===== config.mk =====
export PLATFORM = sky130hd
export DESIGN_NAME = digit_serial_adder
export DESIGN_NICKNAME = d
export VERILOG_FILES = /design/src/rtl/digit_serial_adder_pkg.sv /design/src/rtl/digit_serial_adder_digit_adder.sv /design/src/rtl/digit_serial_adder.sv
export SDC_FILE = /design/constraint.sdc
export NUM_CORES = 1
export LEC_CHECK = 0
export ABC_AREA = 0
export BUFFER_PORTS_ARGS = -buffer_cell sky130_fd_sc_hd__buf_4
export CORE_UTILIZATION = 58
export CTS_CLUSTER_SIZE = 28
export DETAILED_ROUTE_END_ITERATION = 8
export MAX_ROUTING_LAYER = met4
export PLACE_DENSITY = 0.82
export SKIP_LAST_GASP = 1
export SYNTH_ARGS = -nofsm -noshare
export SYNTH_HDL_FRONTEND = slang
export SYNTH_SLANG_ARGS = --single-unit

===== constraint.sdc =====
create_clock -name clk -period 3.75 [get_ports clk]
set_clock_uncertainty 0.1 [all_clocks]
set_input_delay 0.5625 -clock clk [delete_from_list [all_inputs] [get_ports clk]]
set_output_delay 0.5625 -clock clk [all_outputs]
set_load 0.02 [all_outputs]

===== src/rtl/digit_serial_adder_pkg.sv =====
// Shared types and helpers for the digit-serial adder/subtractor.
package adder_pkg;

  typedef enum logic [1:0] {
    IDLE = 2'd0,
    RUN  = 2'd1,
    DONE = 2'd2
  } state_t;

  // The digit counter needs at least one bit, even when there is only one digit.
  function automatic int cnt_width(input int num_digits);
    int w;
    w = $clog2(num_digits);
    return (w < 1) ? 1 : w;
  endfunction

endpackage


===== src/rtl/digit_serial_adder_digit_adder.sv =====
// DIGIT-bit combinational ripple-carry slice built from per-bit full adders.
module digit_adder
  import adder_pkg::*;
#(
  parameter int DIGIT = 4
) (
  input  logic [DIGIT-1:0] x,
  input  logic [DIGIT-1:0] y,
  input  logic             cin,
  output logic [DIGIT-1:0] s,
  output logic             cout
);

  logic [DIGIT:0] c;

  always_comb begin
    s    = '0;
    c    = '0;
    c[0] = cin;
    for (int i = 0; i < DIGIT; i++) begin
      s[i]   = x[i] ^ y[i] ^ c[i];
      c[i+1] = (x[i] & y[i]) | (c[i] & (x[i] ^ y[i]));
    end
    cout = c[DIGIT];
  end

endmodule


===== src/rtl/digit_serial_adder.sv =====
// Multi-cycle WIDTH-bit adder/subtractor pushing DIGIT bits per clock through one
// carry-chain slice, with a start/ready/done handshake.
//
//   state | meaning
//   IDLE  | waiting for start; ready=1
//   RUN   | one digit per cycle, LSB digit first; ready=0
//   DONE  | one-cycle done pulse; ready=1, start here chains the next operation
module digit_serial_adder
  import adder_pkg::*;
#(
  parameter int WIDTH = 16,
  parameter int DIGIT = 4
) (
  input  logic             clk,
  input  logic             reset,
  input  logic             start,
  input  logic             sub,
  input  logic [WIDTH-1:0] a,
  input  logic [WIDTH-1:0] b,
  output logic             ready,
  output logic             done,
  output logic [WIDTH-1:0] sum,
  output logic             c_out,
  output logic             ovf
);

  localparam int            NUM_DIGITS = WIDTH / DIGIT;
  localparam int            CW         = cnt_width(NUM_DIGITS);
  localparam logic [CW-1:0] LAST       = CW'(NUM_DIGITS - 1);

  generate
    if ((DIGIT < 1) || (DIGIT > WIDTH) || ((WIDTH % DIGIT) != 0)) begin : g_bad_params
      $error("digit_serial_adder: WIDTH must be a positive multiple of DIGIT");
    end
  endgenerate

  state_t                 state_q, state_d;
  logic [CW-1:0]          count_q, count_d;
  logic [WIDTH-1:0]       a_q, a_d;
  logic [WIDTH-1:0]       b_q, b_d;
  logic [WIDTH-1:0]       res_q, res_d;
  logic [WIDTH-1:0]       sum_q, sum_d;
  logic                   carry_q, carry_d;
  logic                   c_out_q, c_out_d;
  logic                   ovf_q, ovf_d;
  logic [DIGIT-1:0]       slice_s;
  logic                   slice_cout;
  logic [WIDTH+DIGIT-1:0] res_cat;

  digit_adder #(.DIGIT(DIGIT)) u_slice (
    .x    (a_q[DIGIT-1:0]),
    .y    (b_q[DIGIT-1:0]),
    .cin  (carry_q),
    .s    (slice_s),
    .cout (slice_cout)
  );

  // New digit enters at the top so the LSB digit ends up at bit 0 after the last shift.
  assign res_cat = {slice_s, res_q};

  always_comb begin
    state_d = state_q;
    count_d = count_q;
    a_d     = a_q;
    b_d     = b_q;
    res_d   = res_q;
    carry_d = carry_q;
    sum_d   = sum_q;
    c_out_d = c_out_q;
    ovf_d   = ovf_q;
    case (state_q)
      IDLE, DONE: begin
        state_d = IDLE;
        if (start) begin
          state_d = RUN;
          a_d     = a;
          b_d     = sub ? ~b : b;
          carry_d = sub;
          count_d = '0;
          res_d   = '0;
        end
      end
      RUN: begin
        a_d     = a_q >> DIGIT;
        b_d     = b_q >> DIGIT;
        res_d   = res_cat[WIDTH+DIGIT-1:DIGIT];
        carry_d = slice_cout;
        count_d = count_q + CW'(1);
        if (count_q == LAST) begin
          state_d = DONE;
          sum_d   = res_cat[WIDTH+DIGIT-1:DIGIT];
          c_out_d = slice_cout;
          // The slice operands still hold the MSB digits of A and B' here.
          ovf_d   = (a_q[DIGIT-1] == b_q[DIGIT-1]) && (slice_s[DIGIT-1] != a_q[DIGIT-1]);
        end
      end
      default: state_d = IDLE;
    endcase
  end

  always_ff @(posedge clk) begin
    if (reset) begin
      state_q <= IDLE;
      count_q <= '0;
      a_q     <= '0;
      b_q     <= '0;
      res_q   <= '0;
      carry_q <= 1'b0;
      sum_q   <= '0;
      c_out_q <= 1'b0;
      ovf_q   <= 1'b0;
    end else begin
      state_q <= state_d;
      count_q <= count_d;
      a_q     <= a_d;
      b_q     <= b_d;
      res_q   <= res_d;
      carry_q <= carry_d;
      sum_q   <= sum_d;
      c_out_q <= c_out_d;
      ovf_q   <= ovf_d;
    end
  end

  assign ready = (state_q != RUN);
  assign done  = (state_q == DONE);
  assign sum   = sum_q;
  assign c_out = c_out_q;
  assign ovf   = ovf_q;

endmodule


-- After elaboration in Yosys (flattened, before gate mapping)
Cells that the tools add are included.
- $add $sub $neg: 1
- multiply operators: 0
- div/mod/pow operators: 0
- order comparisons: 0
- equal/unequal tests: 8
- shifts and indexed selects: 0
- muxes and demuxes: 14
- bitwise logic cells: 21
- reductions and logical operators: 6
- operators with widths (operator ; number):
    case mux 16 bit (2 select lines) ; 3
    two-way mux 16 bit ; 4
    NOT 16 bit ; 1
    bitwise AND 1 bit ; 8
    case mux 2 bit (2 select lines) ; 2
    XOR 1 bit ; 8
    == test 2 bit (second input constant) ; 2
    two-way mux 2 bit ; 2
    != test 2 bit (second input constant) ; 2
    OR 1 bit ; 4
    AND reduction 2 bit ; 2
    adder 2 x 1 -> 2 bit (second input constant) ; 1
    == test 2 x 1 -> 1 bit (second input constant) ; 1
    zero test 2 bit ; 1
    two-way mux 1 bit ; 2
    != test 2 x 1 -> 1 bit (second input constant) ; 1
    case mux 1 bit (2 select lines) ; 1
    nonzero test 2 bit ; 1
    OR reduction 2 bit ; 1
    == test 1 bit ; 1
    logical AND 1 bit ; 1
    != test 1 bit ; 1
- bits in registers: 71
- bits in latches: 0
- RAM bits: 0
- memory bits (read-only): 0
- input port bits: 36
- output and inout port bits: 20
- logic and storage cells: 59
- memories kept: 0

-- Depth between registers and ports, before layout
Gate-level depths: netlist of run 1.
- word-level depth: 10
- mapped depth: 9
- gate-level depth less buffers: 9

-- Cells and area by module
From an unflattened synthesis of run 1, not the netlist that was laid out.
- cell total of the unflattened synthesis: 335
- area total of the unflattened synthesis: 2952.8 um2
- by module, submodules not included (module ; instances ; cells an instance ; area an instance (um2) ; seq. area each (um2)):
    digit_serial_adder ; 1 ; 321 ; 2835.2 ; 1341.3
    digit_adder ; 1 ; 14 ; 117.6 ; 0.0

-- Least setup slack after synthesis of run 1
No wires, ideal clock.
- kind: flip-flop to flip-flop
- from: register a_q[0]
- to: register ovf_q, in the netlist ovf
- setup time: 0.070 ns
- arrival time: 2.337 ns
- data required time: 3.580 ns
- setup slack: 1.243 ns
- cell stages (with the launch flop): 10
- path buffers: 0
- period minus slack after synthesis: 2.507 ns
- cell sequence: dfxtp_1 inv_1 fa_1 inv_1 fa_1 fa_1 fa_1 xnor2_1 or3_1 a21oi_1
- word-level cells in the longest chain between the ends: 10
- elaborated cells between the ends (all ways): 11
- classes of those cells: eq/ne (1); bitwise (9); reduce/logical (1)
- ends and longest elaborated chain (item ; RTL line ; text):
    start, declared ; digit_serial_adder.sv:39 ; logic [WIDTH-1:0] a_q, a_d;
    start signal, assigned ; digit_serial_adder.sv:105 ; a_q <= '0;
    start signal, assigned ; digit_serial_adder.sv:115 ; a_q <= a_d;
    XOR 1 bit ; digit_serial_adder_digit_adder.sv:22 ; c[i+1] = (x[i] & y[i]) | (c[i] & (x[i] ^ y[i]));
    bitwise AND 1 bit ; digit_serial_adder_digit_adder.sv:22 ;
    OR 1 bit (*) ; digit_serial_adder_digit_adder.sv:22 ;
    bitwise AND 1 bit (*) ; digit_serial_adder_digit_adder.sv:22 ;
    OR 1 bit (*) ; digit_serial_adder_digit_adder.sv:22 ;
    bitwise AND 1 bit (*) ; digit_serial_adder_digit_adder.sv:22 ;
    OR 1 bit (*) ; digit_serial_adder_digit_adder.sv:22 ;
    XOR 1 bit (*) ; digit_serial_adder_digit_adder.sv:21 ; s[i] = x[i] ^ y[i] ^ c[i];
    named net slice_s[3] ; digit_serial_adder.sv:46 ; logic [DIGIT-1:0] slice_s;
    != test 1 bit (*) ; digit_serial_adder.sv:94 ; ovf_d = (a_q[DIGIT-1] == b_q[DIGIT-1]) && (slice_s[DIGIT-1] != a_q[DIGIT-1]);
    logical AND 1 bit (*) ; digit_serial_adder.sv:94 ;
    end signal, assigned ; digit_serial_adder.sv:121 ; ovf_q <= ovf_d;
    end, declared ; digit_serial_adder.sv:45 ; logic ovf_q, ovf_d;
Mark *: on every way through the listed nets, which the timed path passes. The rest lies on a longest branch.
A chain may end at the register's enable or synchronous reset.

-- Worst setup path after layout of run 1
- from: register state_q[0]
- to: output ready
- word-level cells in the longest chain between the ends: 1
- ends and longest elaborated chain (item ; RTL line ; text):
    start, declared ; digit_serial_adder.sv:37 ; state_t state_q, state_d;
    start signal, assigned ; digit_serial_adder.sv:113 ; state_q <= state_d;
    != test 2 x 1 -> 1 bit ; digit_serial_adder.sv:125 ; assign ready = (state_q != RUN);
    end, declared ; digit_serial_adder.sv:20 ; output logic ready,
Every way passes these cells.

==> impl_metrics.csv, run 1 <==
group,metric,value,unit
global_route,grt_busiest_layer,"met2",
power,power_density,467.1,nW/um2
drt,post-route-drc-count,0,
layout,synthToLayoutAreaGrowth,18.94,%
global_route,grt_first_pass_wirelength,9.735,mm
synth,synth_sequential_area_ratio,47.67,%
timing,setup-tns-final,0,ns
run_status,outcome,"completed",
hold_path,holdCritStartpoint,"sum[13]",
layout,diodes,0,
run,number_of_max_cap_violations,0,
synth,post-synth-top-area-fraction,47.67,%
critical_path,critical_path_peak_fanout,49,
critical_path,worst_setup_path_end_kind,"output port",
layout,drive_gt1_share,20.00,%
timing,rsz0062_at_grt,"false",
layout,post_layout_nonfiller_instances,422,
place,dp_hpwl,3.704,mm
synth,synthSimpleGateAreaFrac,18.23,%
timing,max_slew_violation_count,0,
die,initial_core_util,62.47,%
synth,synth_adder_area_share,3.735,%
critical_path,critical_path_arrival,2.08,ns
global_route,groute.usage.overall,25.40,%
die,width_of_the_die,71.66,um
timing,finalSetupViolCount,0,
timing,fin_hold_ws,0.3536,ns
clock_tree,path_clk_slew,0.07,ns
global_route,grt_overflow_total,0,
global_route,grt_max_degree,68,
drt,dr_total_vias,2391,
drt,ant_nets,0,
clock_tree,clk_latency,0.34,ns
timing,finalHoldViolations,0,
place,dpl.cell_count,406,
synth,netlist_top_cells_area,"sky130_fd_sc_hd__dfxtp_1, sky130_fd_sc_hd__a21oi_1, sky130_fd_sc_hd__nand3_1, sky130_fd_sc_hd__nand2_1, sky130_fd_sc_hd__a22oi_1",
global_route,grt_antenna_before_repair,0,
layout,finish.utilization,74.31,%
synth,yosys.cell_count.top_type,"sky130_fd_sc_hd__dfxtp_1",
clock_tree,root_buffer,"sky130_fd_sc_hd__clkbuf_8",
layout,design.final.nets,407,
synth,synth_largest_area_cell,"sky130_fd_sc_hd__dfxtp_1",
synth,synth_seq_cells,67,
clock_tree,cts_tree,"done",
place,gp_congestion,0.7841,
synth,synth-compound-area-share,18.59,%
drt,wirelength,5.988,mm
clock_tree,cts_sinks,67,
clock_tree,number_of_buffers_inserted_by_post_cts_setup_repair,0,
clock_tree,clock_path_buffers,2,
drt,drt_iter0_markers,146,
clock_tree,cts_hold_repair.buffers,0,
clock_tree,clock_tree.htree_level_count,3,
synth,netlist_top_cells_count,"sky130_fd_sc_hd__dfxtp_1, sky130_fd_sc_hd__a21oi_1, sky130_fd_sc_hd__nand2_1, sky130_fd_sc_hd__nand3_1, sky130_fd_sc_hd__a22oi_1",
timing,period_share,73.01,%
synth,synth_edf_count,0,
global_route,gr-usage-met2,39.73,%
critical_path,regToRegSetupSlack,1.10,ns
power,leakagePower,1.295,nW
die,row_count,24,
synth,synth.area.mux_share,0,%
clock_tree,cts_resized,0,
global_route,grt_use_met3,4.219,%
critical_path,critPathLaunch,"state_q[0]",
synth,synth_xor_xnor_area_share,5.291,%
place,io_buffer_count,55,
die,chipHeight,71.66,um
drt,vias_per_cell,5.666,
synth,synth_top_flop_cell,"sky130_fd_sc_hd__dfxtp_1",
synth,post_synthesis_instance_total,328,
die,floorplan.core_area,4504,um2
timing,slew_headroom,32.72,%
synth,yosysUniqueCellTypes,23,
die,fp.dieArea,5134,um2
timing,max_clock_freq,0.3652,GHz
timing,period_minus_slack,2.738,ns
global_route,groute.layer.met1.usage,31.25,%
clock_tree,numCtsBuffers,9,
synth,synth_top_family_by_area,"compound AO/OA/AOI/OAI gates",
power,vdd_ir_drop_max,0.0002382,V
critical_path,criticalPathCategory,"flop to output port",
synth,synth_warnings,0,
synth,synthArstFlopShare,0,%
synth,synth.cell_area,2814,um2
hold_path,min-delay-path-class,"flop to flop",
synth,synthesis.area_per_instance,8.579,um2
global_route,first_global_vias,2198,
synth,synth.net_count,370,
drt,wl_per_cell,14.19,um
critical_path,critical_path_startpoint_category,"flop",
critical_path,rr_startpoint,"a_q[0]",
die,floorplan.io_pins,56,
timing,worst-slew-pin-transition,1.005,ns
drt,drt_pre_antenna_iters,5,
critical_path,cp.required,3.09,ns
[power breakdown]
group	leakage [nW]	internal [mW]	total, mW	switching [mW]
logic	0.646	0.0727	0.177	0.104
clock network	0.104	0.363	0.624	0.261
registers	0.546	0.743	0.763	0.0198
total	1.30	1.18	1.56	0.385
[per-stage QoR]
step           cell area, um2  total power, mW  setup WS [ns]
6_report                 3347            1.563          1.012
5_1_grt                  3347            1.613         0.9190
4_1_cts                  3347            1.559          1.023
3_5_place_dp             3141           0.9537          1.111
3_3_place_gp             3141           0.9484          1.204
2_1_floorplan            2814           0.9029          1.243
[routing by layer]
layer  part of all wire [%]  wire (um)
met5                      0          0
met4                    2.3        136
met3                    5.1        306
met2                     48       2874
met1                     45       2671
[cell type report]
| cell class | instances | area, um2 |
|---|---|---|
| sequential | 67 | 1341 |
| clock inverter | 1 | 30.03 |
| fill | 374 | 1157 |
| tap | 52 | 65.06 |
| inverter | 5 | 18.77 |
| timing repair buffer | 56 | 420.4 |
| clock buffer | 15 | 176.4 |
| multi-input combinational | 226 | 1295 |
[sequential cells by signal, indices dropped and copies added (netlist names)]
signal and flops:
b_q 16, state_q 2, sum 16, a_q 16, c_out 1, count_q 2, res_q 12, ovf 1
carry_q 1
[final timing paths]
kind / end / cells after the start
max: ready / 3
min: sum[13] / 2
max reg2reg: ovf / 9
min reg2reg: sum[13] / 2
[cell families (layout without fill, tap and decap cells)]
kind of cell / Yosys count / after routing
and+or+nand+nor: 112 / 112
xor gates and xnor gates: 17 / 17
DFF: 67 / 67
adders and majority gates: 6 / 6
AOI/OAI and AO/OA: 91 / 91
buffers and inverters: 35 / 77
[cell usage in the layout, fill, tap and decap left out]
master and instances:
sky130_fd_sc_hd__xor2_1 16, sky130_fd_sc_hd__bufinv_16 1, sky130_fd_sc_hd__nand2_1 53, sky130_fd_sc_hd__a211oi_1 1
sky130_fd_sc_hd__nand2b_2 1, sky130_fd_sc_hd__nand2b_1 2, sky130_fd_sc_hd__ha_1 2, sky130_fd_sc_hd__nand3_1 47
sky130_fd_sc_hd__fa_1 4, sky130_fd_sc_hd__nor2_1 3, sky130_fd_sc_hd__o21a_1 1, sky130_fd_sc_hd__nand3b_2 1
sky130_fd_sc_hd__nor2b_1 1, sky130_fd_sc_hd__and3b_1 1, sky130_fd_sc_hd__nor2b_2 1, sky130_fd_sc_hd__clkbuf_1 3
sky130_fd_sc_hd__and2b_4 1, sky130_fd_sc_hd__dfxtp_1 67, sky130_fd_sc_hd__inv_1 4, sky130_fd_sc_hd__xnor2_1 1
sky130_fd_sc_hd__clkbuf_8 12, sky130_fd_sc_hd__a21oi_1 64, sky130_fd_sc_hd__a22oi_1 25, sky130_fd_sc_hd__inv_2 1
sky130_fd_sc_hd__or3_1 1, sky130_fd_sc_hd__buf_4 56
[worst max-delay path, cell delays in order, from the launching register on]
cell	delay, ns
sky130_fd_sc_hd__dfxtp_1	0.44
sky130_fd_sc_hd__and2b_4	0.51
sky130_fd_sc_hd__inv_2	0.47
sky130_fd_sc_hd__buf_4	0.31
No activity file was read; power rests on OpenSTA's default activity.
==> inputs of run 2 (changes only) <==
--- a/config.mk
+++ b/config.mk
@@ -7,11 +7,11 @@
 export LEC_CHECK = 0
 export ABC_AREA = 0
 export BUFFER_PORTS_ARGS = -buffer_cell sky130_fd_sc_hd__buf_4
-export CORE_UTILIZATION = 58
+export CORE_UTILIZATION = 54
 export CTS_CLUSTER_SIZE = 28
 export DETAILED_ROUTE_END_ITERATION = 8
 export MAX_ROUTING_LAYER = met4
-export PLACE_DENSITY = 0.82
+export PLACE_DENSITY = 0.77
 export SKIP_LAST_GASP = 1
 export SYNTH_ARGS = -nofsm -noshare
 export SYNTH_HDL_FRONTEND = slang
==> constraint.sdc (replaced) <==
create_clock -name clk -period 2.8 [get_ports clk]
set_clock_uncertainty 0.1 [all_clocks]
set_input_delay 0.42 -clock clk [delete_from_list [all_inputs] [get_ports clk]]
set_output_delay 0.42 -clock clk [all_outputs]
set_load 0.02 [all_outputs]
==> run 2 against run 1 <==
Net effect: utilization is 5.3 points lower; sequential share of layout area is 0.27 points lower; cell count is 4.7% higher; count of clock-buffer cells in the layout is 1 lower; worst hold slack worse by 0.12 ns.
==> impl_metrics.csv, run 2 (synthesis results as in run 1) <==
group,metric,value,unit
run_status,outcome,"completed",
drt,vias_per_cell,5.439,
layout,finish.utilization,69.05,%
layout,diodes,0,
drt,ant_nets,0,
layout,mostFrequentLayoutCell,"sky130_fd_sc_hd__dfxtp_1",
clock_tree,cts_resized,0,
drt,maxUsedRoutingLayer,"met4",
critical_path,critical_path_arrival,2.80,ns
clock_tree,clock_path_buffers,2,
die,row_count,25,
drt,post-route-drc-count,0,
place,gp_congestion,0.7521,
timing,max_slew_violation_count,0,
layout,most-common-layout-cells,"sky130_fd_sc_hd__dfxtp_1, sky130_fd_sc_hd__a21oi_1, sky130_fd_sc_hd__buf_4",
power,power_density,584.5,nW/um2
hold_path,min-delay-path-class,"primary input to flop",
clock_tree,numCtsBuffers,9,
place,io_buffer_count,55,
drt,m1_wire_length,2.706,mm
place,dp_hpwl,3.703,mm
die,width_of_the_die,74.19,um
clock_tree,root_buffer,"sky130_fd_sc_hd__clkbuf_8",
drt,wirelength,5.827,mm
power,comb_pwr_share,12.3,%
global_route,grt_max_degree,68,
clock_tree,cts_sinks,67,
global_route,grt_overflow_total,0,
layout,drive_gt1_share,21.07,%
critical_path,worst_setup_path_end_kind,"flop",
global_route,groute.usage.overall,24.18,%
drt,drt_iter0_markers,219,
drt,wl_per_cell,13.18,um
timing,slew_headroom,54.70,%
power,p_seq_share,51.9,%
timing,worst-slew-pin-transition,0.6794,ns
die,chipHeight,74.19,um
critical_path,critical_path_peak_fanout,3,
power,power.net_switching,0.5022,mW
global_route,grt_first_pass_wirelength,9.749,mm
power,vdd_ir_drop_max,0.0003467,V
clock_tree,clk_latency,0.33,ns
die,initial_core_util,57.67,%
critical_path,criticalPathCategory,"flop to flop",
clock_tree,cts_tree,"done",
die,floorplan.core_area,4880,um2
global_route,grt_antenna_before_repair,0,
timing,rsz0062_at_grt,"false",
layout,design.final.nets,412,
drt,dr_total_vias,2404,
global_route,first_global_vias,2162,
timing,period_share,94.06,%
power,internal_power,1.467,mW
die,floorplan.io_pins,56,
run,number_of_max_cap_violations,0,
timing,max_clock_freq,0.3797,GHz
layout,fillers,438,
clock_tree,path_clk_slew,0.07,ns
die,fp.dieArea,5503,um2
drt,drt_pre_antenna_iters,5,
layout,synthToLayoutAreaGrowth,19.74,%
clock_tree,number_of_buffers_inserted_by_post_cts_setup_repair,0,
power,p_clk_share,35.8,%
clock_tree,cts_hold_repair.buffers,0,
power,p_sw_share,25.50,%
timing,finalHoldViolations,0,
clock_tree,clock_tree.htree_level_count,3,
drt,routed-wl-met2,2.716,mm
timing,setup-tns-final,0,ns
timing,finalSetupViolCount,0,
timing,period_minus_slack,2.634,ns
drt,met3_wirelength,311,um
power,leakagePower,1.305,nW
critical_path,critical_path_startpoint_category,"flop",
critical_path,cp.required,2.96,ns
run 2: changes by cell type in the layout (fill, tap and decap cells not counted):
cell / delta
sky130_fd_sc_hd__buf_4: +5
sky130_fd_sc_hd__clkbuf_8: -1
sky130_fd_sc_hd__bufinv_16: -1
sky130_fd_sc_hd__clkinv_2: +2
run 2: through the flow:
step                      cell area [um2]  setup WS, ns  hold slack [ns]  cells  power, mW
after floorplan                      2814        0.2929           0.3321    328      1.209
after global placement               3197        0.2411           0.3425    426      1.280
after detailed placement             3197        0.1791           0.3485    426      1.286
after CTS                            3369        0.1610           0.2211    442      1.985
after global routing                 3369       0.02350           0.2391    442      2.056
final                                3369        0.1663           0.2321    442      1.969
run 2: area by class of cell:
| class | count | area [um2] | area share (%) |
|---|---|---|---|
| repair buffers | 61 | 457.9 | 13.59 |
| flip-flops and latches | 67 | 1341 | 39.81 |
| clock buffers | 14 | 162.7 | 4.827 |
| inverters | 5 | 18.77 | 0.5570 |
| well taps | 67 | 83.83 | 2.488 |
| multi-input cells | 226 | 1295 | 38.43 |
| clock inverters | 2 | 10.01 | 0.2971 |
run 2: worst max-delay path, stage by stage (launching register included):
cell                      delay (ns)
sky130_fd_sc_hd__dfxtp_1        0.31
sky130_fd_sc_hd__inv_1          0.07
sky130_fd_sc_hd__fa_1           0.16
sky130_fd_sc_hd__inv_1          0.05
sky130_fd_sc_hd__fa_1           0.38
sky130_fd_sc_hd__fa_1           0.40
sky130_fd_sc_hd__fa_1           0.51
sky130_fd_sc_hd__xnor2_1        0.15
sky130_fd_sc_hd__or3_1          0.30
sky130_fd_sc_hd__a21oi_1        0.14
run 2: path summary, 6_finish.rpt:
check	start	endpoint	slack [ns]	cells past startpoint
max	a_q[0]	ovf	0.17	9
min reg2reg	sum[3]	sum[3]	0.35	2
max reg2reg	a_q[0]	ovf	0.17	9
min	a[12]	a_q[12]	0.23	3
run 2: routing by layer:
metal	vias up	track usage, %
met4	0	11.75
met1	1110	30.70
li1	1212	-
met2	74	36.87
met5	-	-
met3	8	4.743
run 2: power groups by stage:
stage | clock network, mW | registers, mW | logic (mW)
finish | 0.704 | 1.02 | 0.242
global placement | 0 | 1.04 | 0.239
CTS | 0.719 | 1.02 | 0.243
global route | 0.757 | 1.03 | 0.271
floorplan | 0 | 1.04 | 0.173
detailed placement | 0 | 1.04 | 0.242
